--- config.mk ---
export PLATFORM = sky130hd
export DESIGN_NAME = halt_controller
export DESIGN_NICKNAME = d
export VERILOG_FILES = /design/src/rtl/halt_controller.sv
export SDC_FILE = /design/constraint.sdc
export NUM_CORES = 1
export LEC_CHECK = 0
export BUFFER_PORTS_ARGS = -buffer_cell sky130_fd_sc_hd__buf_2
export CORE_MARGIN = 1
export CORE_UTILIZATION = 53
export CTS_BUF_LIST = sky130_fd_sc_hd__clkbuf_2
export DETAILED_ROUTE_END_ITERATION = 6
export PLACE_DENSITY = 0.81
export SKIP_LAST_GASP = 1
export SYNTH_ARGS = -nofsm -noshare
export SYNTH_HDL_FRONTEND = slang
export SYNTH_SLANG_ARGS = --single-unit
--- constraint.sdc ---
create_clock -name clock -period 2.85 [get_ports clock]
set_input_delay 0.285 -clock clock [delete_from_list [all_inputs] [get_ports clock]]
set_output_delay 0.285 -clock clock [all_outputs]
set_load 0.01 [all_outputs]
--- src/rtl/halt_controller.sv ---
// Simulation-termination sequencer: latches the ebreak (or watchdog) trap data,
// stalls the core, drains pending stores, pulses exit once and then halts.
module halt_controller #(
  parameter int          XLEN           = 64,
  parameter int          WATCHDOG_LIMIT = 1000000,
  parameter int          DRAIN_MAX      = 16,
  parameter logic [63:0] TIMEOUT_CODE   = 64'hDEAD_0000_0000_0001
) (
  input  logic            clock,
  input  logic            reset_n,
  input  logic            commit_valid,
  input  logic            commit_ebreak,
  input  logic [XLEN-1:0] commit_pc,
  input  logic [31:0]     commit_inst,
  input  logic [XLEN-1:0] a0_value,
  input  logic            mem_wr_pending,
  output logic            stall_req,
  output logic            exit,
  output logic [XLEN-1:0] exit_pc,
  output logic [31:0]     exit_inst,
  output logic [XLEN-1:0] exit_a0,
  output logic            bad_trap,
  output logic            timeout,
  output logic            drain_overflow,
  output logic            halted,
  output logic [1:0]      dbg_state
);

  typedef enum logic [1:0] {
    ST_RUN    = 2'd0,
    ST_DRAIN  = 2'd1,
    ST_REPORT = 2'd2,
    ST_HALT   = 2'd3
  } state_t;

  localparam int WD_W = (WATCHDOG_LIMIT > 1) ? $clog2(WATCHDOG_LIMIT + 1) : 1;
  localparam logic [WD_W-1:0] WD_MAX = WD_W'(WATCHDOG_LIMIT);
  localparam logic [WD_W-1:0] WD_EXP = WD_W'((WATCHDOG_LIMIT > 0) ? WATCHDOG_LIMIT - 1 : 0);
  localparam int DR_W = $clog2(DRAIN_MAX + 1);
  localparam logic [DR_W-1:0] DR_LAST = DR_W'(DRAIN_MAX - 1);

  state_t            state_q, state_d;
  logic [WD_W-1:0]   wd_cnt_q, wd_cnt_d;
  logic [DR_W-1:0]   drain_cnt_q, drain_cnt_d;
  logic [XLEN-1:0]   last_pc_q, last_pc_d;
  logic [31:0]       last_inst_q, last_inst_d;
  logic [XLEN-1:0]   exit_pc_q, exit_pc_d;
  logic [31:0]       exit_inst_q, exit_inst_d;
  logic [XLEN-1:0]   exit_a0_q, exit_a0_d;
  logic              bad_trap_q, bad_trap_d;
  logic              timeout_q, timeout_d;
  logic              drain_overflow_q, drain_overflow_d;
  logic              wd_expire;

  // A commit in the expiry cycle wins, so expiry requires an idle cycle.
  assign wd_expire = (WATCHDOG_LIMIT != 0) && (wd_cnt_q == WD_EXP) && !commit_valid;

  always_comb begin
    state_d          = state_q;
    wd_cnt_d         = wd_cnt_q;
    drain_cnt_d      = drain_cnt_q;
    last_pc_d        = last_pc_q;
    last_inst_d      = last_inst_q;
    exit_pc_d        = exit_pc_q;
    exit_inst_d      = exit_inst_q;
    exit_a0_d        = exit_a0_q;
    bad_trap_d       = bad_trap_q;
    timeout_d        = timeout_q;
    drain_overflow_d = drain_overflow_q;
    case (state_q)
      ST_RUN: begin
        drain_cnt_d = '0;
        if (commit_valid) begin
          wd_cnt_d    = '0;
          last_pc_d   = commit_pc;
          last_inst_d = commit_inst;
        end else if (wd_cnt_q != WD_MAX) begin
          wd_cnt_d = wd_cnt_q + 1'b1;
        end
        if (commit_valid && commit_ebreak) begin
          exit_pc_d   = commit_pc;
          exit_inst_d = commit_inst;
          exit_a0_d   = a0_value;
          bad_trap_d  = (a0_value != '0);
          timeout_d   = 1'b0;
          state_d     = ST_DRAIN;
        end else if (wd_expire) begin
          exit_pc_d   = last_pc_q;
          exit_inst_d = last_inst_q;
          exit_a0_d   = XLEN'(TIMEOUT_CODE);
          bad_trap_d  = 1'b1;
          timeout_d   = 1'b1;
          state_d     = ST_DRAIN;
        end
      end
      ST_DRAIN: begin
        drain_cnt_d = drain_cnt_q + 1'b1;
        if (!mem_wr_pending) begin
          state_d = ST_REPORT;
        end else if (drain_cnt_q == DR_LAST) begin
          drain_overflow_d = 1'b1;
          state_d          = ST_REPORT;
        end
      end
      ST_REPORT: state_d = ST_HALT;
      ST_HALT:   state_d = ST_HALT;
      default:   state_d = ST_RUN;
    endcase
  end

  always_ff @(posedge clock or negedge reset_n) begin
    if (!reset_n) begin
      state_q          <= ST_RUN;
      wd_cnt_q         <= '0;
      drain_cnt_q      <= '0;
      last_pc_q        <= '0;
      last_inst_q      <= '0;
      exit_pc_q        <= '0;
      exit_inst_q      <= '0;
      exit_a0_q        <= '0;
      bad_trap_q       <= 1'b0;
      timeout_q        <= 1'b0;
      drain_overflow_q <= 1'b0;
    end else begin
      state_q          <= state_d;
      wd_cnt_q         <= wd_cnt_d;
      drain_cnt_q      <= drain_cnt_d;
      last_pc_q        <= last_pc_d;
      last_inst_q      <= last_inst_d;
      exit_pc_q        <= exit_pc_d;
      exit_inst_q      <= exit_inst_d;
      exit_a0_q        <= exit_a0_d;
      bad_trap_q       <= bad_trap_d;
      timeout_q        <= timeout_d;
      drain_overflow_q <= drain_overflow_d;
    end
  end

  assign stall_req      = (state_q != ST_RUN);
  assign exit           = (state_q == ST_REPORT);
  assign halted         = (state_q == ST_HALT);
  assign exit_pc        = exit_pc_q;
  assign exit_inst      = exit_inst_q;
  assign exit_a0        = exit_a0_q;
  assign bad_trap       = bad_trap_q;
  assign timeout        = timeout_q;
  assign drain_overflow = drain_overflow_q;
  assign dbg_state      = state_q;

endmodule

[After elaboration in Yosys (flattened, before gate mapping)]
Cells that the tools add are included.
Word-level totals
  word-level logic and storage cells: 53
  output and inout bits: 168
  bits in registers: 286
Operators by class
  add/sub/neg operators: 2
  reduce and logical (&&, ||, !) cells: 15
  muxes and demuxes: 17
  eq/ne operators: 8
Operator list (count)
  $mux 64: 4
  $mux 32: 2
  $reduce_bool 64->1: 1
  $mux 20: 2
  $add 20x1->20 const B: 1
  $eq 20x20->1 const B: 1
  $ne 20x20->1 const B: 1
  $pmux 5 s2: 1
  $mux 2: 4
  $reduce_and 2->1: 4
  $reduce_bool 2->1: 4
  $ne 3x3->1 const B: 2
  $pmux 2 s3: 1
  $add 5x1->5 const B: 1
  $eq 5x4->1 const B: 1
  $eq 2x2->1 const B: 2
  $mux 1: 3
  $reduce_and 3->1: 1
  $eq 2x1->1 const B: 1
  $logic_and 1x1->1: 2
  $logic_not 2->1: 1
  $reduce_or 2->1: 1
  $logic_not 1->1: 1

[Longest topological paths before layout]
Gate-level depths: netlist of the first run.
  depth after elaboration: 5
  gate-level depth with buffers: 9
  mapped depth without buffers: 6

[Least setup slack after synthesis of the first run]
Ideal clock, no wire load.
  path type: register to register
  start: register wd_cnt_q[12]
  end: register exit_a0_q[10], in the netlist exit_a0[10]
  stages on the path, launching flop included: 7
  path buffers: 1
  required time: 2.729 ns
  path slack: 1.091 ns
  arrival: 1.638 ns
  cells stage by stage: dfrtp_1 -> nor4b_1 -> nand4_2 -> nor3_2 -> a21oi_4 -> buf_6 -> a22o_1
On the way
  longest elaborated chain between the ends: 4
RTL lines
  start: declaration: line 43  | logic [WD_W-1:0] wd_cnt_q, wd_cnt_d;
  start signal: assignment: line 126  | wd_cnt_q <= wd_cnt_d;
  $eq 20x20->1: line 56  | assign wd_expire = (WATCHDOG_LIMIT != 0) && (wd_cnt_q == WD_EXP) && !commit_valid;
  $logic_and 1x1->1: line 56
  $reduce_bool 2->1 (no line)
  $reduce_and 2->1 (no line)
  end signal: assignment: line 132  | exit_a0_q <= exit_a0_d;
  end: declaration: line 49  | logic [XLEN-1:0] exit_a0_q, exit_a0_d;
No other way between the ends.
A chain may end at the register's enable or synchronous reset.

[Worst setup path after layout of the first run]
  start: register wd_cnt_q[0]
  end: register exit_a0_q[43], in the netlist exit_a0[43]
The elaborated chain is that of the path after synthesis.

==> out/qor.yml, run 1 <==
yosys:
  ys_seq_elements: 286
  synth_nets: 1324
  syn_area_um2: 12000
  ys_top_cells_by_area: "dfrtp_1, nand2_1, mux2i_1"
  yosys.area.top_type_share_pct: 59.8
  yosysSeqAreaShare_pct: 59.8
  synthCells: 1155
  syn_area_per_cell_um2: 10.4
  synth_top_area_cell: "dfrtp_1"
  ys_warn_count: 0
  synth_cell_types: 46
grt:
  antenna_found_initial: 2
  grt_pass1_wl_mm: 58.9
  gr-usage-all-layers_pct: 31.9
  overflow: 0
  grt_max_degree: 105
  grt_pass1_vias: 11400
clocking:
  clk_pin_slew_ns: 0.11
  htreeDepth: 3
  insertion_delay_ns: 0.85
  root_buffer: "clkbuf_2"
  clock-sinks: 286
  cts_tree: "done"
  ctsLongestPathBuffers: 3
  postCtsSetupRepairBufs: 0
  cts_buffers: 72
final_layout:
  area_growth_pct: 34.4
  final_area_um2: 16100
  final_cells: 2000
  final_common_cell: "buf_2"
  n_fill_cell: 1493
  drive_above_1_share_pct: 27.1
  final_cell_mix: "buf_2, nand2_1, dfrtp_1"
  nNetsFinal: 1842
routing:
  vias: 10900
  drc: 28
  antenna_left: 0
  dr.first_iter.drc_count: 840
  firstDrtPassIters: 7
  viasPerCell: 5.47
  wl_per_cell_um: 18.1
  wl_mm: 36.3
pwr:
  pwr-share-comb_pct: 21.5
  power_frac_seq_pct: 51.9
  clkPwrFrac_pct: 26.6
  internal-power_uw: 6840
  power.leakage_uw: 0.00872
  p_sw_share_pct: 32.3
  ir_drop_v: 0.000421
  power-per-cell-area_nw_per_um2: 627
  power.switching_uw: 3260
  p_total_uw: 10100
min_path:
  min_path_type: "in2reg"
sta:
  fin_crit_sh_pct: 87.3
  hold_viol: 0
  post-route-min-period_ns: 2.49
  fin_setup_tns_ns: 0
  worst_slew_pin_slew_ns: 1.19
  final-setup-viol-count: 0
  rsz0062_at_grt: "no"
  fin_worst_skew_ns: 0.0902
  maxSlewViolCount: 0
  max_freq_mhz: 402
  relSlewSlack_pct: 20.6
run_status:
  status: "complete, but fails checks"
  violations: "design-rule violations"
floorplanning:
  num_rows: 54
  dieArea_um2: 23200
  start_util_pct: 54.5
  die_w_um: 152
  die_y_um: 152
  io_pins: 333
  coreArea_um2: 22000
run:
  maxCapViolCount: 0
setup_path:
  r2r_setup_slack_ns: 0.36
  path_class: "reg2reg"
  cp.arrival_ns: 3.25
  cp_max_fo: 44
  critical_path.startpoint_type: "flip-flop"
  required_ns: 3.61
  crit_path_end_kind: "flip-flop"
placed_design:
  placed_area_um2: 13800
  place_inst: 1713
  place_congestion: 0.813
  placement.io_buffers: 332
  dpl.hpwl_mm: 20.6
[final timing paths]
path,from,cells after the start,to
setup / recovery,wd_cnt_q[0],6,exit_a0[43]
hold / removal,commit_inst[26],4,last_inst_q[26]
setup reg to reg,wd_cnt_q[0],6,exit_a0[43]
hold reg to reg,drain_overflow,1,drain_overflow
max in group asynchronous,reset_n,4,exit_pc[26]
min in group asynchronous,reset_n,3,exit_inst[28]
[repair_timing]
item | 4_1_cts | 5_1_grt
resized for setup | 0 | 0
endpoints found under the hold margin | 514 | 0
hold buffers | 166 | 0
setup endpoints to repair | 0 | 0
[synthesized netlist by cell type, drive strengths merged]
cell and n:
a22o 55, nor3 10, inv 8, nand2b 3, nor4 20, and2 3, xnor2 7, nand4b 1
or3 4, o2bb2ai 1, o21ai 10, a31o 1, nand2 302, xor2 3, nor4b 1, o211ai 3
clkbuf 20, and3 4, nor2b 3, dfrtp 286, a21o 3, buf 52, a31oi 1, mux2i 96
mux2 1, a211o 1, nor2 114, o31ai 1, nand3 8, or4 3, a21oi 104, o2111ai 1
ha 4, o22a 11, and4 3, nand4 7
[power by group through the flow]
stage	combinational, uW	clock [uW]	sequential, uW
3_5_place_dp	1940	0	5270
5_1_grt	2390	2960	5320
3_3_place_gp	1860	0	5240
4_1_cts	2130	2740	5210
6_report	2170	2690	5240
2_1_floorplan	834	0	5420
[metal layers]
metal  track usage [%]  routed length, um
met5                 0                  0
met4              16.1               1560
met3              8.87               3030
met2              53.0              17900
met1              38.1              13800
[final cells by class]
class | instances | area [um2] | share of cell area, %
well taps | 280 | 350 | 2.18
clock inverters | 19 | 106 | 0.661
inverters | 8 | 30.0 | 0.187
flip-flops and latches | 286 | 7160 | 44.5
repair buffers | 516 | 3530 | 21.9
multi-input cells | 789 | 4420 | 27.5
diodes | 2 | 5.00 | 0.0311
clock buffers | 100 | 500 | 3.11
[sequential cells by signal (all words and copies together), names as in the netlist, 2 cells and up]
| signal | cells |
|---|---|
| exit_a0 | 64 |
| last_pc_q | 64 |
| exit_pc | 64 |
| dbg_state | 2 |
| last_inst_q | 32 |
| drain_cnt_q | 5 |
| wd_cnt_q | 20 |
| exit_inst | 32 |
[logic make-up after synthesis]
logic type      synth area share [%]
compound gates                  10.5
simple gates                    16.8
flops                           59.8
mux                             8.12
buf+inv                         3.68
xor+xnor                       0.731
fa+ha+maj                      0.418
[through the flow]
| step | util [%] | worst slack [ns] | hold WS (ns) |
|---|---|---|---|
| 4_1_cts | 73.3 | 0.439 | 0.0846 |
| 5_1_grt | 73.3 | 0.229 | 0.103 |
| 2_1_floorplan | - | 1.09 | -0.0106 |
| 6_report | 73.3 | 0.361 | 0.178 |
| 3_5_place_dp | 63.0 | 0.476 | 0.341 |
| 3_3_place_gp | 63.0 | 0.555 | 0.338 |
[critical path, cell delays in order (launching register included)]
cell and delay [ns]:
dfrtp_1 0.44, ha_1 0.30, nand2_1 0.18, nor3_2 0.08, a21oi_4 0.92, buf_4 0.33, a22o_1 0.17
No activity file was read; power rests on OpenSTA's default activity.
==> run 2: changes to the inputs <==
CELL_PAD_IN_SITES_DETAIL_PLACEMENT = 0   (was not set)
CELL_PAD_IN_SITES_GLOBAL_PLACEMENT = 1   (was not set)
CORE_UTILIZATION = 44   (was 53)
PLACE_DENSITY = not set   (was 0.81)
PLACE_DENSITY_LB_ADDON = 0.1   (was not set)
==> run 2 against run 1 <==
  * The run now ends clean
  * Die area up 20%
  * Via count down 5.6%
  * Sequential power down 1%
  * Utilization down 12 points
  * Non-clock buffer count up 7
  * Largest cell class unchanged
==> out/qor.yml, run 2 (synthesized netlist as in run 1, its figures left out) <==
run_status:
  status: "finished, final reports clean"  # was complete, but fails checks
grt:
  grt_pass1_wl_mm: 54.7  # was 58.9 mm
  antenna_found_initial: 2  # unchanged
  grt_pass1_vias: 10600  # was 11,400
  gr-usage-all-layers_pct: 24.5  # was 31.9%
  overflow: 0  # unchanged
  grt_max_degree: 91  # was 105
clocking:
  ctsHoldBuffers: 168  # was 166
  clock-sinks: 286  # unchanged
  insertion_delay_ns: 0.81  # was 0.85 ns
  clk_pin_slew_ns: 0.11  # about the same
  postCtsSetupRepairBufs: 0  # unchanged
  htreeDepth: 3  # unchanged
  cts_buffers: 78  # was 72
  ctsLongestPathBuffers: 3  # unchanged
  ctsResizeCount: 0  # unchanged
  cts_tree: "done"  # unchanged
  root_buffer: "clkbuf_2"  # unchanged
pwr:
  power-per-cell-area_nw_per_um2: 616  # was 627 nW/um2
  p_total_uw: 10000  # was 10,100 uW
  ir_drop_v: 0.000355  # was 0.000421 V
  power.leakage_uw: 0.00883  # was 0.00872 uW
floorplanning:
  num_rows: 60  # was 54
  dieArea_um2: 27900  # was 23,200 um2
  die_w_um: 167  # was 152 um
  start_util_pct: 44.7  # was 54.5%
  io_pins: 333  # unchanged
  coreArea_um2: 26800  # was 22,000 um2
  die_y_um: 167  # was 152 um
setup_path:
  cp_max_fo: 45  # was 44
  r2r_setup_slack_ns: 0.37  # was 0.36 ns
  rr_endpoint: "exit_a0[35]"  # was exit_a0[43]
  reg2reg_depth: 6  # unchanged
  cpMaxStageDelayCell: "a21oi_4"  # unchanged
  setup.worst_path.start: "wd_cnt_q[2]"  # was wd_cnt_q[0]
  crit_chain: "and4_1 -> nand2_1 -> nor3_2 -> a21oi_4 -> buf_4 -> a22o_1"  # was ha_1 -> nand2_1 -> nor3_2 -> a21oi_4 -> buf_4 -> a22o_1
  cpPeakStageDelay_ns: 0.93  # was 0.92 ns
  path_class: "reg2reg"  # unchanged
  required_ns: 3.56  # was 3.61 ns
  crit_path_end_kind: "flip-flop"  # unchanged
  critical_path.startpoint_type: "flip-flop"  # unchanged
  endpoint: "exit_a0[35]"  # was exit_a0[43]
  cp.arrival_ns: 3.18  # was 3.25 ns
  rr_startpoint: "wd_cnt_q[2]"  # was wd_cnt_q[0]
routing:
  viasPerCell: 4.96  # was 5.47
  firstDrtPassIters: 5  # was 7
  vias: 10300  # was 10,900
  antenna_left: 0  # unchanged
  wl_per_cell_um: 16.2  # was 18.1 um
  drc: 0  # was 28
  dr.first_iter.drc_count: 557  # was 840
  wl_mm: 33.7  # was 36.3 mm
sta:
  post-route-min-period_ns: 2.48  # was 2.49 ns
  worst_slew_pin_slew_ns: 1.20  # was 1.19 ns
  relSlewSlack_pct: 20.1  # was 20.6%
  fin_worst_skew_ns: 0.0681  # was 0.0902 ns
  hold_viol: 0  # unchanged
  max_freq_mhz: 404  # was 402 MHz
  fin_crit_sh_pct: 86.9  # was 87.3%
  maxSlewViolCount: 0  # unchanged
  fin_setup_tns_ns: 0  # unchanged
  rsz0062_at_grt: "no"  # unchanged
  final-setup-viol-count: 0  # unchanged
placed_design:
  place_congestion: 0.806  # was 0.813
  placement.io_buffers: 332  # unchanged
  dpl.hpwl_mm: 21.2  # was 20.6 mm
final_layout:
  ff_latch_area_um2: 7160  # unchanged
  nNetsFinal: 1855  # was 1,842
  n_fill_cell: 2393  # was 1,493
  final_common_cell: "buf_2"  # unchanged
  area_growth_pct: 36.2  # was 34.4%
  drive_above_1_share_pct: 28.1  # was 27.1%
  multi_input_area_um2: 4420  # unchanged
  final_cell_mix: "buf_2, nand2_1, dfrtp_1"  # unchanged
min_path:
  min_path_type: "in2reg"  # unchanged
  min_path_cells: 4  # unchanged
run:
  maxCapViolCount: 0  # unchanged
run 2: cell types whose count changed in the layout (fill, tap and decap cells not counted):
cell	before	now
clkinv_1	14	10
clkbuf_2	100	118
inv_2	2	3
buf_4	13	16
clkinv_4	1	0
bufinv_16	1	0
buf_12	5	7
buf_16	0	1
dlygate4sd3_1	166	167
run 2: power by group:
part	switching, uW	total [uW]	internal (uW)
Sequential	409	5190	4780
Combinational	1080	2120	1040
Clock	1650	2730	1080
run 2: critical path: cells and delay by family, from the launching register on:
family / cells / cell delay [ns]
AOI/OAI and AO/OA: 2 / 1.06
and+or+nand+nor: 3 / 0.55
buffers and inverters: 1 / 0.32
DFF: 1 / 0.44
run 2: layer usage:
metal	vias up	track usage (%)	part of all wire (%)
li1	5045	-	-
met1	4861	29.8	42
met2	372	41.2	48
met3	51	6.84	7.3
met4	0	9.46	2.2
met5	-	0	0
run 2: worst min-delay path by stage:
stage	start	endpoint	slack [ns]
finish	commit_inst[25]	last_inst_q[25]	0.21
floorplan	reset_n	bad_trap	-0.01
CTS	commit_inst[25]	last_inst_q[25]	0.09
detailed placement	reset_n	exit_a0[19]	0.31
global placement	reset_n	exit_a0[20]	0.31
global route	commit_pc[54]	last_pc_q[54]	0.13
run 2: metrics by stage:
step	worst slack [ns]	hold slack, ns	utilization (%)	std cells	area, um2
finish	0.373	0.210	60.9	2081	16300
global route	0.188	0.130	60.9	2081	16300
CTS	0.357	0.0930	60.9	2079	16300
detailed placement	0.454	0.305	52.1	1779	14000
global placement	0.493	0.308	52.1	1779	14000
floorplan	1.09	-0.0106	-	1155	12000
run 2: layout make-up:
type                            instances  area share, %
Clock inverter                         14          0.345
Multi-Input combinational cell        789           27.1
Clock buffer                          118           3.62
Antenna cell                            2         0.0307
Sequential cell                       286           43.9
Tap cell                              341           2.62
Timing Repair Buffer                  523           22.3
Inverter                                8          0.184
==> run 3: changes to the inputs <==
CORE_ASPECT_RATIO = 0.5   (was not set)
==> run 3 against run 2 <==
  * Wire length down 2.7%
  * Register-to-register slack improved by 0.15 ns
  * Sequential cell count stayed put
  * Utilization is 0.10 points lower
  * Largest cell class unchanged
  * Combinational power about the same
==> out/qor.yml, run 3 (synthesized netlist as in run 1, its figures left out) <==
routing:
  antenna_left: 0  # unchanged
  viasPerCell: 4.97  # was 4.96
  vias: 10200  # was 10,300
  drc: 0  # unchanged
  firstDrtPassIters: 5  # unchanged
  dr.first_iter.drc_count: 586  # was 557
  wl_per_cell_um: 15.9  # was 16.2 um
  wl_mm: 32.7  # was 33.7 mm
sta:
  fin_setup_tns_ns: 0  # unchanged
  max_freq_mhz: 398  # was 404 MHz
  hold_viol: 0  # unchanged
  final-setup-viol-count: 0  # unchanged
  rsz0062_at_grt: "no"  # unchanged
  post-route-min-period_ns: 2.51  # was 2.48 ns
  worst_slew_pin_slew_ns: 0.576  # was 1.20 ns
  relSlewSlack_pct: 61.6  # was 20.1%
  fin_crit_sh_pct: 88.1  # was 86.9%
  fin_worst_skew_ns: 0.0625  # was 0.0681 ns
  maxSlewViolCount: 0  # unchanged
  layout_setup_ws_ns: 0.340  # was 0.373 ns
  whs_ns: 0.152  # was 0.210 ns
setup_path:
  rr_startpoint: "dbg_state[1]"  # was wd_cnt_q[2]
  setup.worst_path.start: "dbg_state[1]"  # was wd_cnt_q[2]
  critical_path.startpoint_type: "flip-flop"  # unchanged
  crit_path_end_kind: "output port"  # was flip-flop
  r2r_setup_slack_ns: 0.52  # was 0.37 ns
  path_class: "reg2out"  # was reg2reg
  reg2reg_depth: 6  # unchanged
  rr_endpoint: "last_pc_q[26]"  # was exit_a0[35]
  cp_max_fo: 15  # was 45
  cp.arrival_ns: 2.22  # was 3.18 ns
  required_ns: 2.57  # was 3.56 ns
  endpoint: "stall_req"  # was exit_a0[35]
placed_design:
  place_congestion: 0.834  # was 0.806
  post-place-ws_ns: 0.544  # was 0.454 ns
  placement.io_buffers: 332  # unchanged
  dpl.hpwl_mm: 20.3  # was 21.2 mm
floorplanning:
  dieArea_um2: 27900  # about the same
  die_w_um: 235  # was 167 um
  die_y_um: 119  # was 167 um
  io_pins: 333  # unchanged
  start_util_pct: 45.0  # was 44.7%
  num_rows: 42  # was 60
  coreArea_um2: 26600  # was 26,800 um2
clocking:
  cts_tree: "done"  # unchanged
  insertion_delay_ns: 0.87  # was 0.81 ns
  htreeDepth: 3  # unchanged
  clk_pin_slew_ns: 0.12  # was 0.11 ns
  root_buffer: "clkbuf_2"  # unchanged
  postCtsSetupRepairBufs: 0  # unchanged
  ctsLongestPathBuffers: 3  # unchanged
  clock-sinks: 286  # unchanged
  cts_buffers: 67  # was 78
pwr:
  p_sw_share_pct: 31.1  # was 31.2%
  clkPwrFrac_pct: 25.5  # was 27.2%
  power.leakage_uw: 0.00871  # was 0.00883 uW
  internal-power_uw: 6740  # was 6910 uW
  ir_drop_v: 0.000330  # was 0.000355 V
  p_total_uw: 9780  # was 10,000 uW
  power.switching_uw: 3050  # was 3140 uW
  power_frac_seq_pct: 53.1  # was 51.7%
  power-per-cell-area_nw_per_um2: 605  # was 616 nW/um2
  pwr-share-comb_pct: 21.3  # was 21.1%
final_layout:
  drive_above_1_share_pct: 27.3  # was 28.1%
  final_common_cell: "buf_2"  # unchanged
  final_cell_mix: "buf_2, nand2_1, dfrtp_1"  # unchanged
  fin_util_pct: 60.8  # was 60.9%
  nNetsFinal: 1837  # was 1,855
  area_growth_pct: 34.9  # was 36.2%
  n_fill_cell: 2300  # was 2,393
  antenna_cells: 0  # was 2
grt:
  grt_max_degree: 107  # was 91
  overflow: 0  # unchanged
  grt_pass1_wl_mm: 53.5  # was 54.7 mm
  grt_pass1_vias: 10400  # was 10,600
  gr-usage-all-layers_pct: 23.9  # was 24.5%
  antenna_found_initial: 0  # was 2
run:
  maxCapViolCount: 0  # unchanged
run_status:
  status: "finished, final reports clean"  # unchanged
min_path:
  min_path_type: "in2reg"  # unchanged
-- run 3: cell count changes in the layout (fill, tap and decap cells not counted), sizes merged --
| cell | previous run | this run |
|---|---|---|
| buf | 356 | 351 |
| inv | 11 | 10 |
| clkbuf | 118 | 101 |
| clkinv | 10 | 7 |
| diode | 2 | 0 |
| dlygate4sd3 | 167 | 165 |
| clkinvlp | 1 | 0 |
-- run 3: timing repair --
action / 4_1_cts / 5_1_grt
endpoints found under the hold margin: 549 / 0
hold buffers: 166 / 0
resized for setup: 0 / 0
-- run 3: cell type report --
class	instances	area [um2]	area share, %
clock inverters	9	35.0	0.217
flip-flops and latches	286	7160	44.3
multi-input cells	789	4420	27.3
well taps	352	440	2.73
inverters	8	30.0	0.186
repair buffers	516	3570	22.1
clock buffers	101	505	3.13
-- run 3: worst min-delay path by stage --
stage / cells after the start / from / slack, ns / end
floorplan: 0 / reset_n / -0.01 / bad_trap
global placement: 1 / reset_n / 0.32 / exit_a0[31]
detailed placement: 1 / reset_n / 0.32 / exit_a0[30]
CTS: 4 / commit_inst[1] / 0.007 / last_inst_q[1]
global route: 4 / commit_pc[57] / 0.03 / last_pc_q[57]
finish: 4 / commit_pc[63] / 0.15 / last_pc_q[63]
-- run 3: worst max-delay path: stages, from the launching register on --
cell and delay [ns]:
dfrtp_1 0.54, nor2_1 0.43, inv_1 0.20, buf_2 0.19
-- run 3: power groups by stage --
stage,clock network (uW),logic [uW],registers (uW)
2_1_floorplan,0,834,5420
3_3_place_gp,0,1870,5250
3_5_place_dp,0,1920,5270
4_1_cts,2630,2110,5200
5_1_grt,2840,2330,5290
6_report,2500,2090,5200
-- run 3: through the flow --
stage / cell area [um2] / std cells
after floorplan: 12000 / 1155
after global placement: 13900 / 1785
after detailed placement: 13900 / 1785
after CTS: 16200 / 2061
after global routing: 16200 / 2061
final: 16200 / 2061
-- run 3: routing by layer --
metal,wire length (um),track usage (%)
met1,14600,30.9
met2,15800,39.1
met3,1760,6.61
met4,609,7.84
met5,0,0
